## config.mk

```make
export PLATFORM = sky130hd
export DESIGN_NAME = cpu_stat_ctrl_flat
export DESIGN_NICKNAME = d
export VERILOG_FILES = /design/src/rtl/cpu_stat_ctrl_if.sv /design/src/rtl/cpu_stat_ctrl.sv /design/src/flat_wrapper.sv
export SDC_FILE = /design/constraint.sdc
export NUM_CORES = 1
export LEC_CHECK = 0
export ABC_CLOCK_PERIOD_IN_PS = 3600
export CAP_MARGIN = 10
export CORE_MARGIN = 4
export CORE_UTILIZATION = 58
export DETAILED_ROUTE_END_ITERATION = 7
export MAX_ROUTING_LAYER = met4
export PLACE_DENSITY = 0.95
export SYNTH_ARGS = -nofsm -noshare
export SYNTH_HDL_FRONTEND = slang
export SYNTH_SLANG_ARGS = --single-unit
```

## constraint.sdc

```tcl
create_clock -name clk_i -period 3.6 [get_ports clk_i]
set_input_delay 0.54 -clock clk_i [delete_from_list [all_inputs] [get_ports clk_i]]
set_output_delay 0.54 -clock clk_i [all_outputs]
set_load 0.03 [all_outputs]
```

## src/rtl/cpu_stat_ctrl_if.sv

```systemverilog
// Status/run handshake bundle between the Y86 commit stage and the run/stop controller.
// The slave modport is the controller's view; master is the core or testbench side.
interface cpu_stat_ctrl_if #(
    parameter int CNT_W = 32
);
    logic [1:0]       stat_i;
    logic             commit_i;
    logic             clear_i;
    logic             run_o;
    logic [1:0]       cpu_stat_o;
    logic             done_o;
    logic [CNT_W-1:0] cycle_cnt_o;
    logic [CNT_W-1:0] instr_cnt_o;

    modport slave (
        input  stat_i,
        input  commit_i,
        input  clear_i,
        output run_o,
        output cpu_stat_o,
        output done_o,
        output cycle_cnt_o,
        output instr_cnt_o
    );

    modport master (
        output stat_i,
        output commit_i,
        output clear_i,
        input  run_o,
        input  cpu_stat_o,
        input  done_o,
        input  cycle_cnt_o,
        input  instr_cnt_o
    );
endinterface

```

## src/rtl/cpu_stat_ctrl.sv

```systemverilog
// Y86 run/stop controller: latches the first non-AOK commit status, drives the global
// run enable, and keeps saturating cycle and retired-instruction counters.
module cpu_stat_ctrl #(
    parameter int CNT_W = 32
) (
    input  logic           clk_i,
    input  logic           rst_n_i,
    cpu_stat_ctrl_if.slave bus
);
    typedef enum logic [1:0] {
        ST_START = 2'b00,
        ST_RUN   = 2'b01,
        ST_STOP  = 2'b10
    } state_e;

    localparam logic [1:0]       STAT_AOK = 2'b00;
    localparam logic [1:0]       STAT_HLT = 2'b01;
    localparam logic [CNT_W-1:0] CNT_MAX  = {CNT_W{1'b1}};
    localparam logic [CNT_W-1:0] CNT_ONE  = {{(CNT_W-1){1'b0}}, 1'b1};
    localparam logic [CNT_W-1:0] CNT_ZERO = {CNT_W{1'b0}};

    state_e           state_q, state_d;
    logic [1:0]       cpu_stat_q, cpu_stat_d;
    logic             done_q, done_d;
    logic [CNT_W-1:0] cycle_cnt_q, cycle_cnt_d;
    logic [CNT_W-1:0] instr_cnt_q, instr_cnt_d;

    function automatic logic [CNT_W-1:0] sat_inc(input logic [CNT_W-1:0] v);
        logic [CNT_W-1:0] r;
        if (v == CNT_MAX) begin
            r = v;
        end else begin
            r = v + CNT_ONE;
        end
        return r;
    endfunction

    // Next-state, status latch and counter update logic
    always_comb begin
        state_d     = state_q;
        cpu_stat_d  = cpu_stat_q;
        done_d      = 1'b0;
        cycle_cnt_d = cycle_cnt_q;
        instr_cnt_d = instr_cnt_q;
        case (state_q)
            ST_START: begin
                state_d = ST_RUN;
            end
            ST_RUN: begin
                cycle_cnt_d = sat_inc(cycle_cnt_q);
                // HLT retires its instruction; ADR/INS faults do not.
                if (bus.commit_i && ((bus.stat_i == STAT_AOK) || (bus.stat_i == STAT_HLT))) begin
                    instr_cnt_d = sat_inc(instr_cnt_q);
                end else begin
                    instr_cnt_d = instr_cnt_q;
                end
                if (bus.commit_i && (bus.stat_i != STAT_AOK)) begin
                    state_d    = ST_STOP;
                    cpu_stat_d = bus.stat_i;
                    done_d     = 1'b1;
                end else begin
                    state_d = ST_RUN;
                end
            end
            ST_STOP: begin
                if (bus.clear_i) begin
                    state_d     = ST_START;
                    cpu_stat_d  = STAT_AOK;
                    cycle_cnt_d = CNT_ZERO;
                    instr_cnt_d = CNT_ZERO;
                end else begin
                    state_d = ST_STOP;
                end
            end
            default: begin
                state_d = ST_START;
            end
        endcase
    end

    // State and output registers
    always_ff @(posedge clk_i or negedge rst_n_i) begin
        if (!rst_n_i) begin
            state_q     <= ST_START;
            cpu_stat_q  <= STAT_AOK;
            done_q      <= 1'b0;
            cycle_cnt_q <= CNT_ZERO;
            instr_cnt_q <= CNT_ZERO;
        end else begin
            state_q     <= state_d;
            cpu_stat_q  <= cpu_stat_d;
            done_q      <= done_d;
            cycle_cnt_q <= cycle_cnt_d;
            instr_cnt_q <= instr_cnt_d;
        end
    end

    assign bus.run_o       = (state_q == ST_RUN);
    assign bus.cpu_stat_o  = cpu_stat_q;
    assign bus.done_o      = done_q;
    assign bus.cycle_cnt_o = cycle_cnt_q;
    assign bus.instr_cnt_o = instr_cnt_q;
endmodule
```

## src/flat_wrapper.sv

```systemverilog
// flat-port wrapper written by rule: the top's interface ports become plain ports
module cpu_stat_ctrl_flat 
#(
    parameter int CNT_W = 32
)
  (clk_i, rst_n_i, bus_stat_i, bus_commit_i, bus_clear_i, bus_run_o, bus_cpu_stat_o, bus_done_o, bus_cycle_cnt_o, bus_instr_cnt_o);
  cpu_stat_ctrl_if #(.CNT_W(CNT_W)) bus_i ();
  input  logic clk_i;
  input  logic rst_n_i;
  input wire logic [$bits(bus_i.stat_i)-1:0] bus_stat_i;
  input wire logic [$bits(bus_i.commit_i)-1:0] bus_commit_i;
  input wire logic [$bits(bus_i.clear_i)-1:0] bus_clear_i;
  output wire logic [$bits(bus_i.run_o)-1:0] bus_run_o;
  output wire logic [$bits(bus_i.cpu_stat_o)-1:0] bus_cpu_stat_o;
  output wire logic [$bits(bus_i.done_o)-1:0] bus_done_o;
  output wire logic [$bits(bus_i.cycle_cnt_o)-1:0] bus_cycle_cnt_o;
  output wire logic [$bits(bus_i.instr_cnt_o)-1:0] bus_instr_cnt_o;
  assign bus_i.stat_i = bus_stat_i;
  assign bus_i.commit_i = bus_commit_i;
  assign bus_i.clear_i = bus_clear_i;
  assign bus_run_o = bus_i.run_o;
  assign bus_cpu_stat_o = bus_i.cpu_stat_o;
  assign bus_done_o = bus_i.done_o;
  assign bus_cycle_cnt_o = bus_i.cycle_cnt_o;
  assign bus_instr_cnt_o = bus_i.instr_cnt_o;
  cpu_stat_ctrl #(.CNT_W(CNT_W)) u_core (.clk_i(clk_i), .rst_n_i(rst_n_i), .bus(bus_i));
endmodule
```

==> impl_metrics.py, run 1 <==
metrics = {
    "sta": {
        "timing.hold.ws_ns": 0.2750,
        "finalSetupViolCount": 0,
        "grt_setup_unrepaired": "false",
        "final-hold-violation-count": 0,
        "fin_setup_tns_ns": 0,
        "fin_crit_ns": 2.713,
        "report.final.slew_viol_count": 0,
        "fmaxAchievable_mhz": 368.6,
        "slew_headroom": 0.4606,
        "clock-skew-final_ns": 0.01227,
        "final.setup.worst_slack_ns": 0.8869,
        "max_slew.worst_pin.slew_ns": 0.8090,
        "final_min_period_over_clock_period": 0.7536,
    },
    "power": {
        "power.combinational.fraction": 0.610,
        "switching_power_mw": 2.834,
        "power.density_nw_per_um2": 1051,
        "p_int_mw": 2.629,
        "power_frac_clock": 0.119,
        "leakage_nw": 2.217,
        "max-vdd-ir-drop_v": 0.0005851,
        "power_frac_seq": 0.271,
        "switching_share": 0.5187,
    },
    "global_route": {
        "grt_pass1_vias": 4038,
        "first_pass_grt_wire_length_mm": 19.26,
        "maximum_number_of_pins_on_one_net_before_global_route_repair": 64,
        "grt_antenna_before_repair": 0,
        "gr-usage-all-layers": 0.2792,
        "grt_overflow": 0,
    },
    "critical_path": {
        "timing.critical_path.slowest_cell_delay_ns": 0.57,
        "end_kind": "register",
        "worstSetupStartpointType": "register",
        "timing.critical_path.buf_inv": 0,
        "kind_of_cell_with_the_highest_combined_delay_on_the_critical_path": "simple AND/OR/NAND/NOR gates",
        "wp_data_required_ns": 3.83,
        "worst-path-max-fanout": 31,
        "kind_of_critical_path": "reg2reg",
        "timing.critical_path.cells": "ha_1 -> and2_1 -> nand4_2 -> nor4_4 -> or2_4 -> mux2_1",
        "critical-path-slowest-cell": "nor4_4",
        "cp.arrival_ns": 2.94,
    },
    "cts": {
        "path_clk_slew_ns": 0.08,
        "post_cts.resized_instances": 0,
        "cts_num_sinks": 69,
        "post_cts_hold_buffer_count": 0,
        "cts_max_path_buffers": 2,
        "cts_setup_buffers": 0,
        "htreeDepth": 3,
        "cts-buffers-inserted": 9,
        "worstSkewPairLatency_ns": 0.35,
        "root_buffer": "clkbuf_8",
        "tritoncts": "done",
    },
    "routing": {
        "detail_route.drc_violations": 0,
        "avgViaCountPerCell": 6.596,
        "finalWirelength_mm": 11.35,
        "routedWlPerCell_um": 17.63,
        "initialDrtViolationCount": 425,
        "first_pass_iters": 5,
        "via_count": 4248,
        "ant_nets": 0,
    },
    "final_layout": {
        "finalNetCount": 555,
        "antenna_cells_inserted": 0,
        "layout-drive-gt1-share": 0.07482,
        "layout-area-overhead-vs-synth_pct": 22.39,
        "final_common_cell": "clkdlybuf4s50_1",
        "mostFrequentLayoutCells": "72 x clkdlybuf4s50_1, 69 x dfrtp_1, 62 x nand2_1, 49 x nand3_1, 28 x o21ai_0",
    },
    "synthesis": {
        "area_share_of_the_leading_cell_type_in_the_synthesized_netlist": 0.4065,
        "number_of_synthesized_flops_with_an_enable_pin": 0,
        "postSynth.asyncResetShare": 1.000,
        "synthesis.instances": 479,
        "yosys_register_bits": 69,
        "leading_register_cell_type_out_of_synthesis": "dfrtp_1",
        "syn-mean-instance-area_um2": 8.868,
        "ys_warn_count": 0,
        "netlist-cell-type-count": 54,
        "synth.net_count": 491,
        "top_cells_by_area_synth": "dfrtp_1 41%, nand3_1 5.8%, nand2_1 5.5%, mux2i_1 4.0%, o2bb2ai_1 3.5%",
        "yosysSeqAreaShare": 0.4065,
        "yosysTopAreaCell": "dfrtp_1",
        "synth_area_um2": 4248,
    },
    "placement": {
        "numPortBuffers": 73,
        "gp_congestion": 0.8628,
        "dpl_worst_slack_ns": 0.7745,
        "place_hpwl_mm": 7.531,
    },
    "flow_run": {
        "max_cap_viol_count": 0,
    },
    "floorplanning": {
        "die_w_um": 93.58,
        "die_y_um": 93.58,
        "placeableCoreArea_um2": 6944,
        "initial_core_util": 0.6117,
        "die_area_um2": 8757,
        "placement_rows": 30,
        "top_level_ports": 74,
    },
    "outcome": {
        "outcome": "finished, final reports clean",
    },
    "hold_path": {
        "timing.hold.worst.class": "in2async",
    },
}
routing by layer:
metal  share of wire  wire length, µm  vias up  GRT usage
li1                -                -     1938          -
met4           0.022              250        0     0.1095
met1            0.42             4780     2067     0.3623
met3           0.075              848       29    0.04666
met2            0.48             5471      214     0.4401
met5               0                0        -          -
per-stage QoR:
step	util	cells	total power [mW]	instance area (µm²)
2_1_floorplan	-	479	3.797	4248
3_3_place_gp	0.7198	628	4.639	4999
3_5_place_dp	0.7198	628	4.771	4999
4_1_cts	0.7486	644	5.440	5199
5_1_grt	0.7486	644	5.869	5199
6_report	0.7486	644	5.463	5199
path summary, 6_finish.rpt:
kind / from / endpoint / slack (ns) / depth (start not counted)
setup reg to reg: u_core.bus.cycle_cnt_o[0] / u_core.bus.cycle_cnt_o[0] / 0.89 / 6
hold reg to reg: u_core.bus.instr_cnt_o[1] / u_core.bus.instr_cnt_o[1] / 0.56 / 2
max in group asynchronous: rst_n_i / u_core.bus.instr_cnt_o[26] / 2.55 / 2
setup / recovery: u_core.bus.cycle_cnt_o[0] / u_core.bus.cycle_cnt_o[0] / 0.89 / 6
min in group clk_i: u_core.bus.instr_cnt_o[1] / u_core.bus.instr_cnt_o[1] / 0.56 / 2
hold / removal: rst_n_i / u_core.bus.cycle_cnt_o[1] / 0.28 / 1
registers in the layout, summed over array words and instances (netlist names):
register,cells
u_core.bus.cpu_stat_o,2
u_core.state_q,2
u_core.bus.cycle_cnt_o,32
u_core.bus.instr_cnt_o,32
u_core.bus.done_o,1
cells in the mapped netlist (2+ instances only):
master and count:
or2_2 3, o41ai_1 2, nand3_1 49, a21oi_1 14, dfrtp_1 69, a22o_1 3
a221o_1 3, nor2_1 18, a211o_1 5, ha_1 6, and2_1 7, nor3_1 17
nor4_1 15, o2bb2ai_1 17, inv_1 14, o311ai_0 3, a311oi_1 2, clkbuf_1 18
mux2i_1 17, a31oi_1 2, o21ai_0 28, or4_1 14, nand4_1 13, nand2b_1 2
a21o_1 3, or3_1 3, buf_12 2, nor2b_1 11, nand4_2 2, nor3b_1 3
o211ai_1 5, buf_4 5, and4_1 10, o31a_1 2, a31o_2 2, nand2_1 62
and3_1 11
area by class of cell:
cell class / instances / area, µm²
fillers: 486 / 1745
multi-input cells: 369 / 2321
repair buffers: 80 / 778.2
inverters: 14 / 52.55
clock buffers: 10 / 137.6
clock inverters: 6 / 62.56
well taps: 96 / 120.1
flip-flops and latches: 69 / 1727
cells by family after synthesis:
logic type               share of synthesized area
AND/OR/NAND/NOR                             0.3231
AO/OA/AOI/OAI                               0.1570
flip-flops                                  0.4065
buffers and inverters                      0.05037
multiplexers                               0.04536
adder cells (fa/ha/maj)                    0.01767
power groups by stage:
| stage | registers [mW] | logic, mW | clock network [mW] |
|---|---|---|---|
| floorplan | 1.90 | 1.90 | 0 |
| global placement | 1.46 | 3.18 | 0 |
| detailed placement | 1.48 | 3.29 | 0 |
| CTS | 1.47 | 3.31 | 0.656 |
| global route | 1.54 | 3.63 | 0.694 |
| finish | 1.48 | 3.33 | 0.649 |
Power figures use the tool's default switching activity.
==> run 2, diff against run 1 <==
--- a/config.mk
+++ b/config.mk
@@ -5,13 +5,13 @@
 export SDC_FILE = /design/constraint.sdc
 export NUM_CORES = 1
 export LEC_CHECK = 0
-export ABC_CLOCK_PERIOD_IN_PS = 3600
+export ABC_CLOCK_PERIOD_IN_PS = 2800
 export CAP_MARGIN = 10
 export CORE_MARGIN = 4
-export CORE_UTILIZATION = 58
+export CORE_UTILIZATION = 54
 export DETAILED_ROUTE_END_ITERATION = 7
 export MAX_ROUTING_LAYER = met4
-export PLACE_DENSITY = 0.95
+export PLACE_DENSITY = 0.89
 export SYNTH_ARGS = -nofsm -noshare
 export SYNTH_HDL_FRONTEND = slang
 export SYNTH_SLANG_ARGS = --single-unit
==> constraint.sdc (replaced) <==
create_clock -name clk_i -period 2.8 [get_ports clk_i]
set_input_delay 0.42 -clock clk_i [delete_from_list [all_inputs] [get_ports clk_i]]
set_output_delay 0.42 -clock clk_i [all_outputs]
set_load 0.03 [all_outputs]
==> run 2 against run 1 <==
  * Via count fell by 1.1%
  * Total power is 32% higher
  * Register-to-register slack got worse by 0.54 ns
  * Sequential power grew 30%
  * Final cell count rose by 2.0%
  * Flip-flop and latch count stayed put
  * Non-clock buffer count is 7 higher
  * Global-route usage decreased by 2.3 points
  * Worst setup slack lost 0.54 ns
  * Cell area rose by 1.4%
  * Clock skew about the same
  * Critical endpoint unchanged
  * Highest routed layer unchanged
==> impl_metrics.py, run 2 (synthesis gave the netlist of run 1 again) <==
metrics = {
    "floorplanning": {
        "placeableCoreArea_um2": 7687,
        "initial_core_util": 0.5526,
        "top_level_ports": 74,
        "die_w_um": 96.69,
        "die_y_um": 96.69,
        "placement_rows": 32,
        "die_area_um2": 9349,
    },
    "final_layout": {
        "mostFrequentLayoutCells": "72 x clkdlybuf4s50_1, 69 x dfrtp_1, 62 x nand2_1, 49 x nand3_1, 28 x o21ai_0",
        "layout-drive-gt1-share": 0.08649,
        "nFillCells": 613,
        "ff_latch_area_um2": 1727,
        "antenna_cells_inserted": 0,
        "finalNetCount": 562,
        "layout-area-overhead-vs-synth_pct": 24.09,
        "multi_input_comb_area_um2": 2321,
        "final_common_cell": "clkdlybuf4s50_1",
    },
    "routing": {
        "via_count": 4200,
        "met1Wirelength_mm": 4.869,
        "route.top_layer_used": "met4",
        "dr_wl_met2_mm": 5.648,
        "avgViaCountPerCell": 6.393,
        "finalWirelength_mm": 11.55,
        "initialDrtViolationCount": 388,
        "ant_nets": 0,
        "first_pass_iters": 5,
        "wl_met3_um": 763,
        "routedWlPerCell_um": 17.59,
        "detail_route.drc_violations": 0,
    },
    "sta": {
        "max_slew.worst_pin.slew_ns": 0.7414,
        "report.final.slew_viol_count": 0,
        "fmaxAchievable_mhz": 407.4,
        "timing.hold.ws_ns": 0.1229,
        "fin_crit_ns": 2.455,
        "clock-skew-final_ns": 0.01209,
        "finalSetupViolCount": 0,
        "final-hold-violation-count": 0,
        "fin_setup_tns_ns": 0,
        "grt_setup_unrepaired": "false",
        "slew_headroom": 0.5057,
        "final_min_period_over_clock_period": 0.8767,
    },
    "cts": {
        "path_clk_slew_ns": 0.08,
        "root_buffer": "clkbuf_8",
        "cts-buffers-inserted": 9,
        "cts_num_sinks": 69,
        "post_cts.resized_instances": 0,
        "worstSkewPairLatency_ns": 0.35,
        "htreeDepth": 3,
        "cts_setup_buffers": 0,
        "post_cts_hold_buffer_count": 0,
        "cts_max_path_buffers": 2,
        "tritoncts": "done",
    },
    "critical_path": {
        "critical-path-slowest-cell": "nor4_4",
        "worst-r2r-setup-slack_ns": 0.35,
        "kind_of_critical_path": "reg2reg",
        "worstSetupStartpointType": "register",
        "wp_data_required_ns": 3.04,
        "timing.critical_path.cells": "ha_1 -> and2_1 -> nand4_2 -> nor4_4 -> or2_4 -> mux2_1",
        "end_kind": "register",
        "reg2reg_depth": 6,
        "worst-path-max-fanout": 16,
        "cp.arrival_ns": 2.69,
        "timing.critical_path.slowest_cell_delay_ns": 0.51,
    },
    "global_route": {
        "maximum_number_of_pins_on_one_net_before_global_route_repair": 63,
        "grt_pass1_vias": 4032,
        "gr-usage-all-layers": 0.2560,
        "grt_overflow": 0,
        "grt_antenna_before_repair": 0,
        "first_pass_grt_wire_length_mm": 19.47,
    },
    "hold_path": {
        "timing.hold.worst.class": "in2async",
    },
    "power": {
        "max-vdd-ir-drop_v": 0.0006144,
        "power.density_nw_per_um2": 1371,
        "leakage_nw": 2.257,
    },
    "placement": {
        "numPortBuffers": 73,
        "gp_congestion": 0.9100,
        "place_hpwl_mm": 7.806,
    },
    "flow_run": {
        "max_cap_viol_count": 0,
    },
    "outcome": {
        "outcome": "finished, final reports clean",
    },
}
## run 2: cell count changes in the layout (fill, tap and decap cells not counted), sizes merged
cell	change
buf	+7
## run 2: power breakdown
part           total, mW  internal, mW  leakage, nW  switching, mW
logic               4.48          1.74         1.44           2.74
clock network      0.832         0.432       0.0943          0.400
registers           1.92          1.35        0.718          0.561
total               7.22          3.52         2.26           3.70
## run 2: layer usage
metal | up-vias | global-route usage
li1 | 1946 | -
met1 | 2030 | 0.3211
met2 | 190 | 0.3986
met3 | 34 | 0.05624
met4 | 0 | 0.1134
met5 | - | -
## run 2: stage by stage
stage	power [mW]	worst slack [ns]	instances	utilization	area (µm²)
finish	7.225	0.3452	657	0.6857	5271
floorplan	4.882	0.3546	479	-	4248
CTS	7.201	0.3648	657	0.6857	5271
global route	7.742	0.2128	657	0.6857	5271
detailed placement	6.340	0.3144	641	0.6597	5071
global placement	6.200	0.3553	641	0.6597	5071
## run 2: critical path, delay by kind of cell (launching register included)
| kind | cells | cell delay [ns] |
|---|---|---|
| AND/OR/NAND/NOR | 4 | 1.33 |
| flip-flops | 1 | 0.44 |
| multiplexers | 1 | 0.34 |
| adder cells (fa/ha/maj) | 1 | 0.23 |
## run 2: area by class of cell
type | count | area share
multi-input combinational | 369 | 0.4403
clock inverter | 6 | 0.01187
timing repair buffer | 87 | 0.1600
sequential | 69 | 0.3276
inverter | 14 | 0.009969
tap | 102 | 0.02421
clock buffer | 10 | 0.02611
## run 2: worst paths after layout
path	start	to
max reg2reg	u_core.bus.cycle_cnt_o[0]	u_core.bus.cycle_cnt_o[0]
min reg2reg	u_core.bus.cycle_cnt_o[16]	u_core.bus.cycle_cnt_o[16]
min	rst_n_i	u_core.bus.instr_cnt_o[11]
max in group asynchronous	rst_n_i	u_core.bus.cycle_cnt_o[17]
max	u_core.bus.cycle_cnt_o[0]	u_core.bus.cycle_cnt_o[0]
min in group clk_i	u_core.bus.cycle_cnt_o[16]	u_core.bus.cycle_cnt_o[16]
